<file path="src/rtl/fact_unit.sv">
// fact_unit: multi-cycle unsigned factorial unit.
// It answers the CU FACT/FACT_END handshake and performs one multiply per cycle.
// The result and flags are registered. They change only on the edge that enters DONE.
module fact_unit #(
    parameter int WIDTH = 16
) (
    input  logic             clk,
    input  logic             rst,
    input  logic             FACT,
    input  logic [WIDTH-1:0] operand,
    output logic [WIDTH-1:0] result,
    output logic             FACT_END,
    output logic             busy,
    output logic             zero,
    output logic             negative,
    output logic             carry,
    output logic             overflow
);

    typedef enum logic [1:0] {
        IDLE     = 2'd0,
        MUL      = 2'd1,
        DONE     = 2'd2,
        WAIT_LOW = 2'd3
    } state_t;

    localparam logic [WIDTH-1:0] ONE = {{(WIDTH-1){1'b0}}, 1'b1};
    localparam logic [WIDTH-1:0] TWO = {{(WIDTH-2){1'b0}}, 2'b10};

    state_t             state;
    logic [WIDTH-1:0]   acc;
    logic [WIDTH-1:0]   cnt;
    logic [2*WIDTH-1:0] prod;
    logic [WIDTH-1:0]   prod_lo;
    logic               prod_ovf;

    // The zero flag is derived from the value being loaded into result.
    function automatic logic is_zero(input logic [WIDTH-1:0] v);
        return (v == '0);
    endfunction

    // The full-width product keeps the high half, which is needed to detect overflow.
    assign prod     = {{WIDTH{1'b0}}, acc} * {{WIDTH{1'b0}}, cnt};
    assign prod_lo  = prod[WIDTH-1:0];
    assign prod_ovf = |prod[2*WIDTH-1:WIDTH];

    // Handshake FSM, iteration datapath and registered result/flags.
    always_ff @(posedge clk) begin
        if (!rst) begin
            state    <= IDLE;
            acc      <= '0;
            cnt      <= '0;
            result   <= '0;
            FACT_END <= 1'b0;
            busy     <= 1'b0;
            zero     <= 1'b0;
            negative <= 1'b0;
            carry    <= 1'b0;
            overflow <= 1'b0;
        end else begin
            case (state)
                IDLE: begin
                    FACT_END <= 1'b0;
                    if (FACT) begin
                        cnt  <= operand;
                        acc  <= ONE;
                        busy <= 1'b1;
                        if (operand <= ONE) begin
                            // 0! and 1! both complete immediately with result 1.
                            result   <= ONE;
                            zero     <= is_zero(ONE);
                            negative <= ONE[WIDTH-1];
                            carry    <= 1'b0;
                            overflow <= 1'b0;
                            FACT_END <= 1'b1;
                            state    <= DONE;
                        end else begin
                            state <= MUL;
                        end
                    end
                end
                MUL: begin
                    if (!FACT) begin
                        // The CU withdrew the request, so abort quietly and keep the old result.
                        busy  <= 1'b0;
                        state <= IDLE;
                    end else begin
                        acc <= prod_lo;
                        cnt <= cnt - ONE;
                        // Stop on the first overflowing step, or after the final *2 step.
                        if (prod_ovf || (cnt == TWO)) begin
                            result   <= prod_lo;
                            zero     <= is_zero(prod_lo);
                            negative <= prod_lo[WIDTH-1];
                            carry    <= prod_ovf;
                            overflow <= prod_ovf;
                            FACT_END <= 1'b1;
                            state    <= DONE;
                        end
                    end
                end
                DONE: begin
                    FACT_END <= 1'b0;
                    if (FACT) begin
                        state <= WAIT_LOW;
                    end else begin
                        busy  <= 1'b0;
                        state <= IDLE;
                    end
                end
                WAIT_LOW: begin
                    FACT_END <= 1'b0;
                    // Hold off any restart until FACT has been seen low.
                    if (!FACT) begin
                        busy  <= 1'b0;
                        state <= IDLE;
                    end
                end
                default: begin
                    FACT_END <= 1'b0;
                    busy     <= 1'b0;
                    state    <= IDLE;
                end
            endcase
        end
    end

endmodule
</file>
<file path="config.mk">
export PLATFORM = sky130hd
export DESIGN_NAME = fact_unit
export DESIGN_NICKNAME = d
export VERILOG_FILES = /design/src/rtl/fact_unit.sv
export SDC_FILE = /design/constraint.sdc
export NUM_CORES = 1
export LEC_CHECK = 0
export CORE_ASPECT_RATIO = 1.2
export CORE_UTILIZATION = 55
export CTS_BUF_LIST = sky130_fd_sc_hd__clkbuf_2 sky130_fd_sc_hd__clkbuf_4 sky130_fd_sc_hd__clkbuf_8
export CTS_CLUSTER_SIZE = 16
export DETAILED_ROUTE_END_ITERATION = 16
export GPL_ROUTABILITY_DRIVEN = 0
export PLACE_DENSITY_LB_ADDON = 0.3
export RECOVER_POWER = 50
export SKIP_LAST_GASP = 1
export SLEW_MARGIN = 15
export SYNTH_ARGS = -nofsm -noshare
export SYNTH_HDL_FRONTEND = slang
export SYNTH_SLANG_ARGS = --single-unit
export TNS_END_PERCENT = 100
</file>
<file path="constraint.sdc">
create_clock -name clk -period 19.8 [get_ports clk]
set_input_delay 2.97 -clock clk [delete_from_list [all_inputs] [get_ports clk]]
set_output_delay 2.97 -clock clk [all_outputs]
set_load 0.02 [all_outputs]
</file>
==> flow_summary.ini, run 1 <==
[synth]
ys_dominant_reg_cell = dfxtp_1
synthesis.nets = 1669
synth_seq_cells = 54
syn_inst = 1350
synth_most_common_cell = inv_1
yosys-top-cells-area = fa_1 (34%), ha_1 (12%), dfxtp_1 (9.5%)
syn_avg_cell_area_um2 = 8.439
synth_top_area_cell = fa_1
synth_top_area_share_pct = 34.09
synth_edf_count = 0
syn_area_um2 = 11390
synth.top_cells.by_count = inv_1 (223), nand2_1 (209), fa_1 (194)
synth_cell_types = 67
yosysSeqAreaShare_pct = 9.489
async_flop_share_pct = 0
synth-warning-count = 0

[worst_setup_path]
critical-path-slowest-cell = dfxtp_1
critPathMaxFanout = 22
cp-start-kind = register
cp_cell_sequence = nand2_1, fa_1, fa_1, inv_1, fa_1, inv_1, fa_1, fa_1, fa_1, inv_1, ha_1, nand2_1, nor3_1, nand3_1, a21oi_1, o21a_1, o21ai_1, or4_4, or4_4, nand2_8, mux2i_1
required_ns = 20.05
crit_path_start = cnt[1]
crit_end = result[13]
cp_common_cell = fa_1
reg2reg_slack_ns = 12.24
path_class = reg2reg
rr_worst_depth = 21
cp-end-kind = register
timing.rr.start = cnt[1]
cp.arrival_ns = 7.81
r2r-end = result[13]
max_stage_delay_ns = 0.94

[floorplan]
die_h_um = 159.7
rows = 57
die_area_um2 = 21290
start_util_pct = 56.25
io_pins = 41
core_um2 = 20250
die_w_um = 133.4

[timing]
tns_ns = 0
rsz0062_at_grt = false
drv_slew = 0
fmax_ghz = 0.1323
period_needed_ns = 7.561
hold_viol_final = 0
fin_skew_ns = 0.01368
worstMarginPinSlew_ns = 1.188
setup_viol = 0
max_slew_margin_pct = 20.73
whs_ns = 0.4676
finalCritPeriodShare_pct = 38.19

[routing]
drt_first_iter_violations = 727
route.vias.total = 9067
dr.pass1.iters = 5
via_per_inst = 5.692
wirelength_um = 27320
drcViolationCount = 0
postRouteAntennaNets = 0
wl_per_cell_um = 17.15

[power_and_ir_drop]
p_leak_nw = 5.404
p_switching_uw = 93.75
swShare_pct = 37.12
power_frac_seq_pct = 51.2
power_density_nw_per_um2 = 21.24
intPower_uw = 158.8
clkPwrFrac_pct = 27.3
vdd_ir_drop_max_uv = 46.92
p_comb_share_pct = 21.5

[hold_path]
holdCritPathClass = reg2reg

[global_routing]
grtUsageTotal_pct = 27.53
grt.met2_usage_pct = 48.67
antenna_found_initial = 0
met3_usage_pct = 2.921
grt-ovfl-total = 0
grt_max_degree = 37
grt.busiest_layer = met2
grt_pass1_vias = 9491
gr-usage-met1_pct = 36.46
grt_pass1_wl_um = 47210

[clock_network]
clkSlewWorstSetupHoldPaths_ns = 0.11
postCtsSetupBuffers = 0
cts.sink_count = 54
cts_resized = 0
clockRootBuffer = clkbuf_8
h-tree-depth = 2
cts-hold-fix-buffers = 0
cts_tree = built
cts-buffers-inserted = 5
worstSkewPairLatency_ns = 0.33
clock_path_buffers = 2

[place]
post-dp-hpwl_um = 21350
io_buffers = 40

[cells_and_area]
drive_gt1_share_pct = 2.786
diodes = 0
syn_to_final_growth_pct = 4.394
num-nets-final = 1646

[run_status]
status = complete, no violations

[run]
drv_cap = 0
[metal layers]
layer | share of wire (%) | up-vias | wire length [µm]
met2 | 51 | 317 | 13840
met1 | 42 | 4497 | 11420
met5 | 0 | - | 0
li1 | - | 4209 | -
met4 | 1.5 | 0 | 399
met3 | 6.1 | 44 | 1657
[layout by cell type (no fill, tap or decap), types with 8 or more instances in the layout]
master	Yosys	routed
o21ai_0	31	31
dfxtp_1	54	54
a22oi_1	18	18
o21a_1	9	9
nand3_1	15	15
clkdlybuf4s50_1	0	16
xor2_1	8	8
buf_4	2	9
ha_1	106	106
dlygate4sd3_1	0	24
xnor2_1	15	15
fa_1	194	194
a211oi_1	8	8
inv_1	223	224
nand2_1	209	209
and2_1	131	131
o211ai_1	9	9
nand4_1	13	13
a21oi_1	58	58
nor3_1	15	15
nor2_1	56	56
mux2i_1	16	16
[power by group through the flow]
stage / Combinational [mW] / Clock, mW / Sequential, mW
final: 0.0543 / 0.0689 / 0.129
after global routing: 0.0599 / 0.0722 / 0.130
after CTS: 0.0542 / 0.0691 / 0.129
after detailed placement: 0.0536 / 0 / 0.131
after global placement: 0.0534 / 0 / 0.131
after floorplan: 0.0458 / 0 / 0.117
[cells by family (layout without fill, tap and decap cells)]
| family | count (synthesis) | in the layout | synth area share (%) |
|---|---|---|---|
| AND/OR/NAND/NOR | 476 | 476 | 20.55 |
| buffers and inverters | 303 | 281 | 10.86 |
| adder cells (fa/ha/maj) | 300 | 300 | 45.73 |
| AO/OA/AOI/OAI | 178 | 178 | 10.19 |
| flip-flops | 54 | 54 | 9.489 |
| XOR/XNOR | 23 | 23 | 1.768 |
| multiplexers | 16 | 16 | 1.406 |
[area by class of cell]
class | instances | area (µm²)
timing repair buffer | 49 | 467.9
clock inverter | 3 | 28.78
clock buffer | 5 | 68.82
fill | 1869 | 8362
tap | 265 | 331.6
sequential | 54 | 1081
inverter | 224 | 840.8
multi-input combinational | 993 | 9074
[flip-flops by register name (all words and copies together), names as in the netlist]
signal	count
acc	16
cnt	16
result	16
state	2
FACT_END	1
busy	1
overflow	1
zero	1
[critical path, delay by kind of cell, from the launching register on]
family	cells	cell delay, ns
DFF	1	0.94
AOI/OAI and AO/OA	3	0.58
adders and majority gates	7	3.48
buffers and inverters	3	0.17
and+or+nand+nor	7	2.07
muxes	1	0.22
[through the flow]
stage / utilization [%] / power, mW / instances / setup slack (ns) / cell area (µm²)
floorplan: - / 0.1630 / 1350 / 12.83 / 11390
global placement: 58.23 / 0.1843 / 1585 / 12.40 / 11800
detailed placement: 58.23 / 0.1849 / 1585 / 12.33 / 11800
CTS: 58.72 / 0.2520 / 1593 / 12.27 / 11890
global route: 58.72 / 0.2621 / 1593 / 11.82 / 11890
finish: 58.72 / 0.2525 / 1593 / 12.24 / 11890
[worst min path at each step]
stage	startpoint	endpoint	slack (ns)	depth (start not counted)
2_1_floorplan	acc[13]	acc[13]	0.48	2
3_5_place_dp	result[1]	result[1]	0.46	2
3_3_place_gp	result[13]	result[13]	0.45	2
4_1_cts	result[9]	result[9]	0.47	2
5_1_grt	result[11]	result[11]	0.49	2
6_report	result[9]	result[9]	0.47	2
Power figures use the tool's default switching activity.
==> run 2, diff against run 1 <==
- clock period: 19.8 -> 7.4 ns (I/O delays scaled with it)
==> run 2 against run 1 <==
Critical path depth is the same; clock-buffer cell count grew 1; design area grew 2.6%; register-to-register slack lost 12 ns; flip-flop and latch count is the same; largest cell class unchanged; maximum frequency grew 6.1%; first-iteration DRC count shrank 10%; setup slack lost 12 ns; die area is the same; global-route usage grew 1.4 points; critical endpoint is now result[0]; non-clock buffer count grew 36; sequential share of layout area is essentially flat.
==> flow_summary.ini, run 2 (synthesis gave the netlist of run 1 again) <==
[routing]
dr.pass1.iters = 5
postRouteAntennaNets = 0
drt_first_iter_violations = 654
route.vias.total = 9298
wl_per_cell_um = 17.47
wirelength_um = 28460
via_per_inst = 5.708
drcViolationCount = 0

[worst_setup_path]
critPathMaxFanout = 18
cp-end-kind = register
rr_worst_depth = 21
required_ns = 7.64
critical-path-slowest-cell = dfxtp_1
cp_common_cell = fa_1
crit_path_start = cnt[6]
max_stage_delay_ns = 0.67
reg2reg_slack_ns = 0.27
cp_cell_sequence = buf_4, and2_1, fa_1, inv_1, fa_1, fa_1, fa_1, inv_1, fa_1, fa_1, ha_1, nand2_1, o21ai_1, a21oi_1, o221ai_4, a31o_2, o21ai_1, or4_4, or4_4, nand2_8, mux2i_1
path_class = reg2reg
timing.rr.start = cnt[6]
cp.arrival_ns = 7.37
cp-start-kind = register
r2r-end = result[0]

[hold_path]
hp-start = result[2]
hold_path_depth = 2
hold_path_end = result[2]
holdCritPathClass = reg2reg

[timing]
period_needed_ns = 7.130
rsz0062_at_grt = false
fmax_ghz = 0.1403
finalCritPeriodShare_pct = 96.35
worstMarginPinSlew_ns = 1.251
max_slew_margin_pct = 16.52
whs_ns = 0.4645
fin_skew_ns = 0.007099
drv_slew = 0
tns_ns = 0
hold_viol_final = 0
setup_viol = 0

[floorplan]
rows = 57
core_um2 = 20250
die_area_um2 = 21290
die_w_um = 133.4
io_pins = 41
die_h_um = 159.7
start_util_pct = 56.25

[global_routing]
antenna_found_initial = 1
met3_usage_pct = 1.905
grt-ovfl-total = 0
grt.busiest_layer = met2
gr-usage-met1_pct = 38.90
grtUsageTotal_pct = 28.97
grt_pass1_wl_um = 49340
grt.met2_usage_pct = 50.76
grt_max_degree = 37
grt_pass1_vias = 9840

[cells_and_area]
drive_gt1_share_pct = 7.038
ff_latch_area_um2 = 1107
fillers = 1804
final_util_pct = 60.22
multiInputGateArea_um2 = 9081
final_common_cell = inv_1
reg_top3 = acc: 16 flops, cnt: 16 flops, result: 16 flops
num-nets-final = 1682
diodes = 0
syn_to_final_growth_pct = 7.073
mostFrequentLayoutCells = inv_1 (224), nand2_1 (209), fa_1 (194), and2_1 (131), ha_1 (106)

[clock_network]
cts_tree = built
worstSkewPairLatency_ns = 0.31
h-tree-depth = 2
clkSlewWorstSetupHoldPaths_ns = 0.11
clock_path_buffers = 2
clockRootBuffer = clkbuf_8
cts-hold-fix-buffers = 0
cts-buffers-inserted = 5
cts.sink_count = 54

[place]
post-dp-hpwl_um = 23520
io_buffers = 40

[power_and_ir_drop]
p_leak_nw = 5.602
vdd_ir_drop_max_uv = 102.2
power_density_nw_per_um2 = 56.36

[run]
drv_cap = 0

[run_status]
status = complete, no violations
==> run 2: cell type report <==
type	count	share of cell area, %
multi-input cells	993	74.45
flip-flops and latches	54	9.078
inverters	224	6.893
repair buffers	85	6.052
well taps	265	2.718
clock buffers	6	0.6770
clock inverters	2	0.1333
==> run 2: routing by layer <==
layer	wire, µm	share of wire, %
met3	1395	4.9
met1	12250	43
met2	14100	50
met4	721	2.5
met5	0	0
==> run 2: worst max-delay path by stage <==
stage	end	slack [ns]	cells after the start
CTS	result[0]	0.11	21
floorplan	result[0]	0.43	25
finish	result[0]	0.27	21
global route	zero	0.02	22
global placement	result[15]	0.22	21
detailed placement	result[0]	0.16	21
==> run 2: repair_timing <==
| action | 4_1_cts | 5_1_grt |
|---|---|---|
| endpoints found under the setup margin | 0 | 20 |
| gates resized for setup | 0 | 23 |
| buffers inserted | 0 | 0 |
==> run 2: critical path, delay by kind of cell (launching register included) <==
| kind | cells | cell delay (ns) |
|---|---|---|
| buffers and inverters | 3 | 0.40 |
| AOI/OAI and AO/OA | 5 | 0.99 |
| muxes | 1 | 0.23 |
| DFF | 1 | 0.67 |
| adders and majority gates | 7 | 3.17 |
| and+or+nand+nor | 5 | 1.57 |
==> run 2: where the power goes <==
group          internal [mW]  switching, mW  total, mW  leakage (nW)
Combinational         0.0641          0.103      0.167          5.11
Clock                 0.0774          0.103      0.180        0.0478
Sequential             0.301         0.0391      0.340         0.448
==> run 2: metrics by stage <==
stage          total power, mW  setup slack (ns)  instances  cell area [µm²]
2_1_floorplan           0.4361            0.4309       1350            11390
3_3_place_gp            0.5056            0.2160       1621            12070
3_5_place_dp            0.5084            0.1646       1621            12070
4_1_cts                 0.6834            0.1124       1629            12160
5_1_grt                 0.7157           0.01982       1629            12200
6_report                0.6875            0.2703       1629            12200
